## src/rtl/fg_config_bank.sv

```systemverilog
// -----------------------------------------------------------------------------
// fg_config_bank
//
// Double-buffered configuration register bank for the function generator.
// Host writes arrive on a pad-level parallel bus with an asynchronous,
// active-low write strobe. They land in shadow registers. A commit copies the
// whole shadow image into the active bus in a single edge. A commit is either
// commanded through the CMD register or, in auto mode, taken at the next
// waveform period boundary. The generator therefore never sees a partially
// updated configuration in the middle of a period.
//
// Parameters
//   DATA_W       width of each config register and of the data bus
//   NUM_REGS     number of config registers (must be < 2**ADDR_W)
//   ADDR_W       address width; the all-ones address is the CMD register
//   SYNC_STAGES  flip-flop stages per strobe synchroniser (>= 2)
//   RESET_VALUES flat reset image, reg 0 in the MSBs
//
// Ports
//   clk_i          single clock, rising edge
//   rst_i          synchronous reset, active high
//   data_i         write data (host holds it stable around the strobe)
//   addr_i         write/read address (host holds it stable)
//   wr_n_async_i   asynchronous write strobe, active low
//   en_async_i     asynchronous generator enable
//   period_end_i   one-cycle pulse at a waveform period boundary
//   cr_bus_o       active configuration, reg 0 in the MSBs
//   enable_o       synchronised enable
//   cfg_update_o   one-cycle pulse in the cycle after every commit
//   pending_o      shadow holds writes that are not yet committed
//   addr_err_o     sticky flag, set by a write to an unmapped address
//   rd_data_o      registered readback (shadow, CMD status, or zero)
//
// CMD register write bits: bit0 commit now, bit1 auto-commit mode,
// bit2 clear addr_err. CMD readback: {0.., addr_err, pending, auto}.
// -----------------------------------------------------------------------------
module fg_config_bank #(
    parameter int DATA_W      = 8,
    parameter int NUM_REGS    = 7,
    parameter int ADDR_W      = 3,
    parameter int SYNC_STAGES = 2,
    parameter logic [NUM_REGS*DATA_W-1:0] RESET_VALUES =
        {8'h49, 8'h05, 8'h00, 8'h00, 8'h00, 8'h32, 8'h00}
) (
    input  logic                         clk_i,
    input  logic                         rst_i,
    input  logic [DATA_W-1:0]            data_i,
    input  logic [ADDR_W-1:0]            addr_i,
    input  logic                         wr_n_async_i,
    input  logic                         en_async_i,
    input  logic                         period_end_i,
    output logic [NUM_REGS*DATA_W-1:0]   cr_bus_o,
    output logic                         enable_o,
    output logic                         cfg_update_o,
    output logic                         pending_o,
    output logic                         addr_err_o,
    output logic [DATA_W-1:0]            rd_data_o
);

    // The CMD register sits at the top of the address space.
    localparam logic [ADDR_W-1:0] CMD_ADDR    = {ADDR_W{1'b1}};
    localparam logic [ADDR_W-1:0] NUM_REGS_A  = ADDR_W'(NUM_REGS);

    // Synchroniser and edge-detect state
    logic [SYNC_STAGES-1:0] wr_sync_r;
    logic                   wr_prev_r;
    logic [SYNC_STAGES-1:0] en_sync_r;

    // Register storage
    logic [DATA_W-1:0]      shadow_r [NUM_REGS];
    logic [DATA_W-1:0]      active_r [NUM_REGS];

    // Control / status state
    logic                   auto_r;
    logic                   pending_r;
    logic                   addr_err_r;
    logic                   cfg_update_r;
    logic [DATA_W-1:0]      rd_data_r;

    // Combinational decode
    logic                   wr_strobe_s;
    logic                   hit_reg_s;
    logic                   hit_cmd_s;
    logic                   reg_wr_s;
    logic                   cmd_wr_s;
    logic                   bad_wr_s;
    logic                   cmd_commit_s;
    logic                   auto_commit_s;
    logic                   commit_s;
    logic [DATA_W-1:0]      rd_mux_s;
    logic [NUM_REGS*DATA_W-1:0] cr_bus_s;

    // Write strobe synchroniser plus prev register. Stages reset to "strobe
    // active" so that a wr_n held low across reset release is not a write.
    always_ff @(posedge clk_i) begin
        if (rst_i) begin
            wr_sync_r <= {SYNC_STAGES{1'b1}};
            wr_prev_r <= 1'b1;
        end else begin
            wr_sync_r <= {wr_sync_r[SYNC_STAGES-2:0], ~wr_n_async_i};
            wr_prev_r <= wr_sync_r[SYNC_STAGES-1];
        end
    end

    // Enable synchroniser; its last stage drives enable_o directly.
    always_ff @(posedge clk_i) begin
        if (rst_i) begin
            en_sync_r <= {SYNC_STAGES{1'b0}};
        end else begin
            en_sync_r <= {en_sync_r[SYNC_STAGES-2:0], en_async_i};
        end
    end

    // Strobe qualification, address decode and commit arbitration.
    always_comb begin
        wr_strobe_s   = wr_sync_r[SYNC_STAGES-1] & ~wr_prev_r;
        hit_reg_s     = (addr_i < NUM_REGS_A);
        hit_cmd_s     = (addr_i == CMD_ADDR);
        reg_wr_s      = wr_strobe_s & hit_reg_s;
        cmd_wr_s      = wr_strobe_s & hit_cmd_s;
        bad_wr_s      = wr_strobe_s & ~hit_reg_s & ~hit_cmd_s;
        // A CMD commit ignores the mode bit; the auto path uses the mode
        // already stored, so both firing on one edge is still one commit.
        cmd_commit_s  = cmd_wr_s & data_i[0];
        auto_commit_s = period_end_i & auto_r & pending_r;
        commit_s      = cmd_commit_s | auto_commit_s;
    end

    // Shadow registers: host writes only.
    always_ff @(posedge clk_i) begin
        if (rst_i) begin
            for (int i = 0; i < NUM_REGS; i++) begin
                shadow_r[i] <= RESET_VALUES[(NUM_REGS-1-i)*DATA_W +: DATA_W];
            end
        end else begin
            for (int i = 0; i < NUM_REGS; i++) begin
                if (reg_wr_s && (addr_i == ADDR_W'(i))) begin
                    shadow_r[i] <= data_i;
                end
            end
        end
    end

    // Active registers: whole-image copy from shadow on commit. The copy uses
    // the shadow value from before any write landing on the same edge.
    always_ff @(posedge clk_i) begin
        if (rst_i) begin
            for (int i = 0; i < NUM_REGS; i++) begin
                active_r[i] <= RESET_VALUES[(NUM_REGS-1-i)*DATA_W +: DATA_W];
            end
        end else begin
            if (commit_s) begin
                for (int i = 0; i < NUM_REGS; i++) begin
                    active_r[i] <= shadow_r[i];
                end
            end
        end
    end

    // Mode, pending, sticky error and commit pulse.
    always_ff @(posedge clk_i) begin
        if (rst_i) begin
            auto_r       <= 1'b0;
            pending_r    <= 1'b0;
            addr_err_r   <= 1'b0;
            cfg_update_r <= 1'b0;
        end else begin
            cfg_update_r <= commit_s;
            // A write coinciding with a commit is not part of that commit,
            // so it keeps the shadow marked as pending.
            if (reg_wr_s) begin
                pending_r <= 1'b1;
            end else if (commit_s) begin
                pending_r <= 1'b0;
            end
            if (cmd_wr_s) begin
                auto_r <= data_i[1];
            end
            if (bad_wr_s) begin
                addr_err_r <= 1'b1;
            end else if (cmd_wr_s && data_i[2]) begin
                addr_err_r <= 1'b0;
            end
        end
    end

    // Readback selection from the current address.
    always_comb begin
        rd_mux_s = {DATA_W{1'b0}};
        if (hit_reg_s) begin
            for (int i = 0; i < NUM_REGS; i++) begin
                rd_mux_s = (addr_i == ADDR_W'(i)) ? shadow_r[i] : rd_mux_s;
            end
        end else if (hit_cmd_s) begin
            rd_mux_s = DATA_W'({addr_err_r, pending_r, auto_r});
        end else begin
            rd_mux_s = {DATA_W{1'b0}};
        end
    end

    // Readback register.
    always_ff @(posedge clk_i) begin
        if (rst_i) begin
            rd_data_r <= {DATA_W{1'b0}};
        end else begin
            rd_data_r <= rd_mux_s;
        end
    end

    // Pack the active registers onto the flat bus, reg 0 in the MSBs.
    always_comb begin
        cr_bus_s = {(NUM_REGS*DATA_W){1'b0}};
        for (int i = 0; i < NUM_REGS; i++) begin
            cr_bus_s[(NUM_REGS-1-i)*DATA_W +: DATA_W] = active_r[i];
        end
    end

    assign cr_bus_o     = cr_bus_s;
    assign enable_o     = en_sync_r[SYNC_STAGES-1];
    assign cfg_update_o = cfg_update_r;
    assign pending_o    = pending_r;
    assign addr_err_o   = addr_err_r;
    assign rd_data_o    = rd_data_r;

endmodule

```

## config.mk

```make
export PLATFORM = sky130hd
export DESIGN_NAME = fg_config_bank
export DESIGN_NICKNAME = d
export VERILOG_FILES = /design/src/rtl/fg_config_bank.sv
export SDC_FILE = /design/constraint.sdc
export NUM_CORES = 1
export LEC_CHECK = 0
export BUFFER_PORTS_ARGS = -buffer_cell sky130_fd_sc_hd__buf_4
export CAP_MARGIN = 10
export CORE_MARGIN = 10
export CORE_UTILIZATION = 60
export DETAILED_ROUTE_END_ITERATION = 10
export PLACE_DENSITY = 0.86
export SYNTH_ARGS = -nofsm -noshare
export SYNTH_HDL_FRONTEND = slang
export SYNTH_SLANG_ARGS = --single-unit
export TNS_END_PERCENT = 50
```

## constraint.sdc

```tcl
create_clock -name clk_i -period 4.8 [get_ports clk_i]
set_input_delay 0.24 -clock clk_i [delete_from_list [all_inputs] [get_ports clk_i]]
set_output_delay 0.24 -clock clk_i [all_outputs]
set_load 0.01 [all_outputs]
```

======== Word-level counts from Yosys, hierarchy flattened ========
Memory sizes are Yosys's and may differ from the RTL's.
Cells that the tools add are included.
word-level totals
  register bits ........................... 17
  bits in latches ......................... 0
  bits in writable memories ............... 112
  memory bits (read-only) ................. 0
  input port bits ......................... 16
  memories kept ........................... 2
cells by class
  $add $sub $neg .......................... 0
  $mul .................................... 0
  div/mod/pow operators ................... 0
  $lt $le $gt $ge ......................... 1
  equality and inequality tests ........... 7
  shift-type cells ........................ 0
  muxes and demuxes ....................... 53
  bitwise operators ....................... 27
  reductions and logical operators ........ 11
memory list
  name      depth  bits a word  rd ports  clocked after memory_dff  wr ports  line  RTL
  active_r  7      8            7         0                         7         71    logic [DATA_W-1:0] active_r [NUM_REGS];
  shadow_r  7      8            7         0                         7         70    logic [DATA_W-1:0] shadow_r [NUM_REGS];
operators by type and width
  cell                                            count
  two-way mux 8 bit                               22
  two-way mux 1 bit                               30
  OR 1 bit                                        15
  == test 3 bit (second input constant)           4
  AND 1 bit                                       8
  logical AND 1 bit                               8
  == test 3 x 2 -> 1 bit (second input constant)  2
  NOT 1 bit                                       4
  nonzero test 2 bit                              2
  == test 3 x 1 -> 1 bit (second input constant)  1
  zero test 3 bit                                 1
  < comparator 3 bit (second input constant)      1
  two-way mux 3 bit                               1

======== Longest topological paths before layout ========
Gate-level depths: netlist of run 1.
  word-level depth ........................ 9
  gate-level depth with buffers ........... 7
  mapped depth without buffers ............ 4

======== Least setup slack after synthesis of run 1 ========
No wires, ideal clock.
  path kind ............................... input -> register
  start ................................... input port addr_i[2]
  end ..................................... memory active_r[0][0], enable pin
  library setup time ...................... 0.774 ns
  arrival ................................. 1.928 ns
  required time ........................... 4.026 ns
  setup slack ............................. 2.098 ns
  stages .................................. 4
  path buffers ............................ 1
  path through ............................ buf_6 and3_2 nand3_2 nand3b_1
RTL lines
  element             line  RTL
  start: declaration  48    input logic [ADDR_W-1:0] addr_i,
  end: declaration    71

==> impl_metrics.env, run 1 <==
export IMPL_cts_repair_resized=0
export IMPL_rsz0062_at_grt="no"
export IMPL_clk_path_buf_depth=2
export IMPL_die_y_um=113
export IMPL_reg2reg_slack_ns=2.53
export IMPL_comb_power_share_pct=5.9
export IMPL_min_from="data_i[6]"
export IMPL_status="complete, no violations"
export IMPL_synth_cell_type_count=33
export IMPL_critPathMaxFanout=31
export IMPL_route_vias_total=3501
export IMPL_die_area_sq_um=12700
export IMPL_cap_violations=0
export IMPL_utilization_pct=77.7
export IMPL_power_leakage_nw=2.50
export IMPL_finalSetupViolCount=0
export IMPL_row_count=33
export IMPL_clk_latency_ns=0.51
export IMPL_clockRootBuffer="clkbuf_8"
export IMPL_cp_end_kind="register"
export IMPL_yosys_area_top_type="edfxtp_1"
export IMPL_hpwlAfterDp_mm=7.98
export IMPL_max_slew_margin_rel_pct=42.8
export IMPL_crit_required_ns=5.05
export IMPL_first_iter_violations=322
export IMPL_start_util_pct=62.4
export IMPL_grt_max_degree=50
export IMPL_maxSlewViolCount=0
export IMPL_synth_nets=401
export IMPL_yosysMostFrequentCell="edfxtp_1"
export IMPL_synth_yosys_seq_area_share_pct=71.5
export IMPL_hp_class="input port to register"
export IMPL_r2r_start="wr_sync_r[1]"
export IMPL_holdPathStages=2
export IMPL_drive_gt1_share_pct=26.2
export IMPL_antenna_found_initial=0
export IMPL_grt_overflow=0
export IMPL_fin_crit_sh_pct=47.2
export IMPL_max_freq_mhz=441
export IMPL_synthArstFlopShare_pct=0
export IMPL_drc_errors=0
export IMPL_io_buffers=83
export IMPL_reg2reg_to="active_r[0][8]"
export IMPL_finClkSkew_ns=0.00850
export IMPL_vdd_drop_max_mv=0.295
export IMPL_synth_area_per_cell_sq_um=13.4
export IMPL_synth_edf_count=112
export IMPL_ys_seq_elements=129
export IMPL_dr_pass1_iters=5
export IMPL_routabilityCongestion=0.890
export IMPL_clk_pin_slew_worst_paths_ns=0.06
export IMPL_power_density_nw_per_um2=409
export IMPL_power_share_switching_pct=21.2
export IMPL_nFillCells=438
export IMPL_p_switching_w=0.000560
export IMPL_crit_arrival_ns=2.52
export IMPL_die_x_um=113
export IMPL_fin_tns_setup_ns=0
export IMPL_cts_htree_levels=4
export IMPL_ys_warn_count=0
export IMPL_worst_pin_slew_ns=0.857
export IMPL_grt_pass1_wl_mm=19.1
export IMPL_core_area_sq_um=8300
export IMPL_cts_sinks=129
export IMPL_viasPerCell=5.90
export IMPL_synthTopCellsByArea="edfxtp_1 65%, dfxtp_1 6.6%, and2_1 4.8%, nor2_1 3.9%, nand2b_1 2.9%"
export IMPL_num_antenna_cells=0
export IMPL_path_class="register to register"
export IMPL_hold_end="shadow_r[0][6]"
export IMPL_finalHoldViolCount=0
export IMPL_numCtsBuffers=17
export IMPL_syn_area_sq_um=5180
export IMPL_antenna_left=0
export IMPL_grt_pass1_vias=3480
export IMPL_cp_start_kind="register"
export IMPL_synth_top_cells_by_count="112 x edfxtp_1, 54 x nor2_1, 40 x and2_1"
export IMPL_p_int_w=0.00208
export IMPL_fin_crit_ns=2.27
export IMPL_cts_tree="built"
export IMPL_wl_mm=12.3
export IMPL_finalNetCount=491
export IMPL_postSynthCellCount=385
export IMPL_grt_total_usage_pct=19.1
export IMPL_synth_top_area_share_pct=65.0
export IMPL_post_cts_setup_buffers=0
export IMPL_synthFlopType="edfxtp_1"
export IMPL_wl_per_cell_um=20.7
export IMPL_power_share_clock_pct=45.8
export IMPL_r2r_cells=5
export IMPL_pwr_share_seq_pct=48.4
export IMPL_syn_to_final_growth_pct=24.6
export IMPL_io_pins=84
layout by cell type, fill, tap and decap left out, types with 2 or more instances in the layout:
master,count
o211ai_1,2
mux4_2,2
a221oi_1,2
clkinv_2,5
a2111oi_0,5
dfxtp_1,17
dlygate4sd3_1,4
clkbuf_16,16
nand3_1,4
nor2b_1,11
bufinv_16,2
nor2_1,54
edfxtp_1,112
mux2i_1,9
a32o_1,2
o21ai_0,19
nor3_1,2
clkbuf_1,2
inv_1,20
nand2b_1,24
clkinvlp_4,2
o221a_2,5
a21oi_1,3
and2_1,40
buf_4,86
nand2_1,12
or2_2,3
or3_1,8
clkbuf_8,3
nand3b_1,3
worst max-delay path by stage:
stage	end	depth (start not counted)	startpoint	slack, ns
floorplan	active_r[0][0]	4	addr_i[2]	2.10
global placement	active_r[0][3]	6	addr_i[0]	2.67
detailed placement	active_r[0][10]	6	addr_i[0]	2.53
CTS	active_r[0][8]	5	wr_sync_r[1]	2.58
global route	active_r[0][10]	5	wr_sync_r[1]	2.41
finish	active_r[0][8]	5	wr_sync_r[1]	2.53
worst max-delay path: stages (launching register included):
cell and delay, ns:
dfxtp_1 0.36, nor2b_1 0.43, nand3_2 0.15, a21oi_2 0.57, buf_4 0.38, nand2b_1 0.11
per-stage QoR:
stage | instance area [sq um] | std cells | power (W) | hold WS [ns] | setup WS, ns
3_3_place_gp | 5850 | 557 | 0.00144 | 0.397 | 2.67
5_1_grt | 6450 | 593 | 0.00270 | 0.0156 | 2.41
6_report | 6450 | 593 | 0.00264 | 0.0233 | 2.53
2_1_floorplan | 5180 | 385 | 0.00137 | 0.314 | 2.10
3_5_place_dp | 5850 | 557 | 0.00145 | 0.398 | 2.53
4_1_cts | 6450 | 593 | 0.00264 | 0.00513 | 2.58
state kept, by name (all words and copies together), names as in the netlist:
| signal | count |
|---|---|
| en_sync_r | 2 |
| pending_o | 1 |
| wr_sync_r | 2 |
| wr_prev_r | 1 |
| addr_err_o | 1 |
| auto_r | 1 |
| rd_data_o | 8 |
| active_r | 56 |
| cfg_update_o | 1 |
| shadow_r | 56 |
kinds of logic after synthesis:
group                  Yosys count  share of synthesized area, %
AOI/OAI and AO/OA               41                          5.51
and+or+nand+nor                165                          16.8
buffers and inverters           39                          3.48
muxes                           11                          2.61
DFF                            129                          71.5
power by group through the flow:
| stage | Sequential [W] | Clock (W) | Combinational (W) |
|---|---|---|---|
| after floorplan | 0.00131 | 0 | 0.0000679 |
| after global placement | 0.00130 | 0 | 0.000144 |
| after detailed placement | 0.00130 | 0 | 0.000149 |
| after CTS | 0.00128 | 0.00121 | 0.000154 |
| after global routing | 0.00128 | 0.00126 | 0.000166 |
| final | 0.00128 | 0.00121 | 0.000155 |
repair_timing:
item | 4_1_cts | 5_1_grt
endpoints found under the setup margin | 0 | 0
endpoints found under the hold margin | 4 | 0
hold buffers | 4 | 0
metal layers:
metal,global-route usage [%],up-vias,wire [um]
met2,30.7,223,5970
met1,22.5,1697,4580
met5,0,-,0
met4,9.22,0,436
met3,6.60,41,1290
li1,-,1540,-
cell type report:
cell class                 instances  area, sq um  share of cell area [%]
inverter                          20         75.1                    1.16
clock buffer                      21          449                    6.96
timing repair buffer              90          686                    10.6
sequential                       129         3700                    57.4
clock inverter                    11          113                    1.75
tap                              105          131                    2.04
multi-input combinational        217         1290                    20.0
Note: power is estimated with default switching activity, not from simulation.
==> inputs of run 2 (changes only) <==
ABC_AREA = 1   (was not set)
CORE_UTILIZATION = 51   (was 60)
PLACE_DENSITY = 0.78   (was 0.86)
clock period = 2.08 ns   (was 4.8 ns; I/O delays follow)
==> run 2 against run 1 <==
Against the previous run:
- cell count up 25%
- non-clock buffer count is 18 higher
- clock skew increased by 0.0032 ns
- sequential power grew 130%
- total power grew 130%
- via count is 3.9% higher
- maximum frequency up 35%
- combinational power rose to 2.6 times the previous value
- critical path type unchanged
==> impl_metrics.env, run 2 <==
export IMPL_grt_total_usage_pct=17.1
export IMPL_yosysMostFrequentCell="edfxtp_1"
export IMPL_maxSlewViolCount=0
export IMPL_fin_crit_sh_pct=81.0
export IMPL_r2r_start="wr_sync_r[1]"
export IMPL_synth_nets=494
export IMPL_viasPerCell=4.90
export IMPL_synthSimpleGateAreaFrac_pct=18.3
export IMPL_status="complete, no violations"
export IMPL_synth_top_cells_by_count="112 x edfxtp_1, 94 x inv_1, 91 x nor2_1"
export IMPL_whs_ns=0.0655
export IMPL_vdd_drop_max_mv=0.495
export IMPL_synth_area_per_cell_sq_um=11.0
export IMPL_clk_pin_slew_worst_paths_ns=0.06
export IMPL_synth_mux_area_share_pct=0
export IMPL_hp_class="input port to register"
export IMPL_grt_pass1_vias=3574
export IMPL_finalHoldViolCount=0
export IMPL_clk_latency_ns=0.53
export IMPL_drive_gt1_share_pct=27.9
export IMPL_hold_buffers=12
export IMPL_crit_required_ns=2.28
export IMPL_wl_per_cell_um=16.6
export IMPL_grt_overflow=0
export IMPL_max_freq_mhz=594
export IMPL_cts_sinks=129
export IMPL_die_area_sq_um=14800
export IMPL_drc_errors=0
export IMPL_first_iter_violations=452
export IMPL_row_count=37
export IMPL_placed_cells=698
export IMPL_path_class="register to register"
export IMPL_num_antenna_cells=0
export IMPL_routabilityCongestion=0.934
export IMPL_numCtsBuffers=17
export IMPL_grt_max_degree=34
export IMPL_hpwlAfterDp_mm=8.93
export IMPL_cts_htree_levels=4
export IMPL_grt_pass1_wl_mm=19.1
export IMPL_io_buffers=83
export IMPL_critPathMaxFanout=23
export IMPL_layout_common_cells="112 x edfxtp_1, 95 x buf_4, 94 x inv_1"
export IMPL_crit_buf_inv=3
export IMPL_power_leakage_nw=2.86
export IMPL_max_slew_margin_rel_pct=74.3
export IMPL_fin_tns_setup_ns=0
export IMPL_ys_seq_elements=129
export IMPL_final_common_cell="edfxtp_1"
export IMPL_finClkSkew_ns=0.0117
export IMPL_cp_start_kind="register"
export IMPL_clockRootBuffer="clkbuf_8"
export IMPL_critPathSlowestCell="buf_4"
export IMPL_ys_warn_count=0
export IMPL_dr_pass1_iters=4
export IMPL_crit_chain="inv_1 -> nor2_1 -> nand2_2 -> o21ai_4 -> inv_1 -> nand2_2 -> buf_4"
export IMPL_post_cts_setup_buffers=0
export IMPL_syn_area_sq_um=5280
export IMPL_rsz0062_at_grt="no"
export IMPL_wl_mm=12.3
export IMPL_route_vias_total=3638
export IMPL_worst_pin_slew_ns=0.385
export IMPL_synth_yosys_seq_area_share_pct=70.1
export IMPL_critPathLaunch="wr_sync_r[1]"
export IMPL_core_area_sq_um=10200
export IMPL_cts_tree="built"
export IMPL_cts_repair_resized=0
export IMPL_clk_path_buf_depth=2
export IMPL_power_density_nw_per_um2=891
export IMPL_slowest_delay_ns=0.31
export IMPL_syn_to_final_growth_pct=28.2
export IMPL_dpl_instance_area_sq_um=6100
export IMPL_die_x_um=122
export IMPL_synth_top_family_by_area="simple AND/OR/NAND/NOR gates"
export IMPL_crit_arrival_ns=1.88
export IMPL_synthArstFlopShare_pct=0
export IMPL_min_from="addr_i[1]"
export IMPL_synthTopCellsByArea="edfxtp_1 64%, inv_1 6.7%, nor2_1 6.5%, dfxtp_1 6.4%, nand2_1 4.0%"
export IMPL_utilization_pct=66.5
export IMPL_start_util_pct=51.9
export IMPL_synth_top_area_share_pct=63.7
export IMPL_synthAdderAreaFrac_pct=0
export IMPL_finalSetupViolCount=0
export IMPL_finalNetCount=609
export IMPL_synth_xor_area_share_pct=0
export IMPL_antenna_found_initial=0
export IMPL_die_y_um=122
export IMPL_synth_compound_area_share_pct=2.94
export IMPL_crit_family="buffers and inverters"
export IMPL_stdcell_area_sq_um=6770
export IMPL_cp_end_kind="register"
export IMPL_synth_edf_count=112
export IMPL_synthFlopType="edfxtp_1"
export IMPL_synth_cell_type_count=27
export IMPL_postSynthCellCount=478
export IMPL_fin_crit_ns=1.68
export IMPL_cap_violations=0
export IMPL_io_pins=84
export IMPL_antenna_left=0
export IMPL_stdcell_count=742
export IMPL_yosys_area_top_type="edfxtp_1"
[run 2: where the power goes]
group	leakage, nW	total, W	switching (W)	internal, W
registers	1.24	0.00294	0.0000319	0.00291
logic	1.34	0.000404	0.000255	0.000148
clock network	0.277	0.00269	0.00101	0.00168
total	2.86	0.00603	0.00130	0.00474
[run 2: cells by family (layout without fill, tap and decap cells)]
logic type / after synthesis / in the layout
flops: 129 / 129
compound gates: 27 / 27
buf+inv: 110 / 238
simple gates: 212 / 212
[run 2: per-stage QoR]
stage / power [W] / worst slack, ns
after CTS: 0.00606 / 0.384
after global routing: 0.00623 / 0.297
after floorplan: 0.00318 / 0.0818
after global placement: 0.00337 / 0.335
final: 0.00603 / 0.396
after detailed placement: 0.00338 / 0.267
[run 2: final timing paths]
kind                                       end  slack [ns]  cells past startpoint
worst max register to register  active_r[1][4]        0.40                      7
worst min-delay path              rd_data_o[0]        0.07                      5
worst max-delay path            active_r[1][4]        0.40                      7
worst min register to register    wr_sync_r[1]        0.41                      1
[run 2: worst register-to-register path: stages, from the launching register on]
cell     delay, ns
dfxtp_1       0.30
inv_1         0.04
nor2_1        0.18
nand2_2       0.13
o21ai_4       0.18
inv_1         0.09
nand2_2       0.10
buf_4         0.31
[run 2: metal layers]
metal,global-route usage (%),wire length [um],vias up
li1,-,-,1757
met1,20.6,4840,1681
met2,27.1,5970,177
met3,6.11,1160,23
met4,7.38,327,0
met5,0,0,-
[run 2: final cells by class]
cell class | instances | area, sq um
sequential | 129 | 3700
fill | 776 | 3410
multi-input combinational | 239 | 1130
timing repair buffer | 108 | 853
clock buffer | 27 | 523
inverter | 98 | 370
tap | 136 | 170
clock inverter | 5 | 25.0
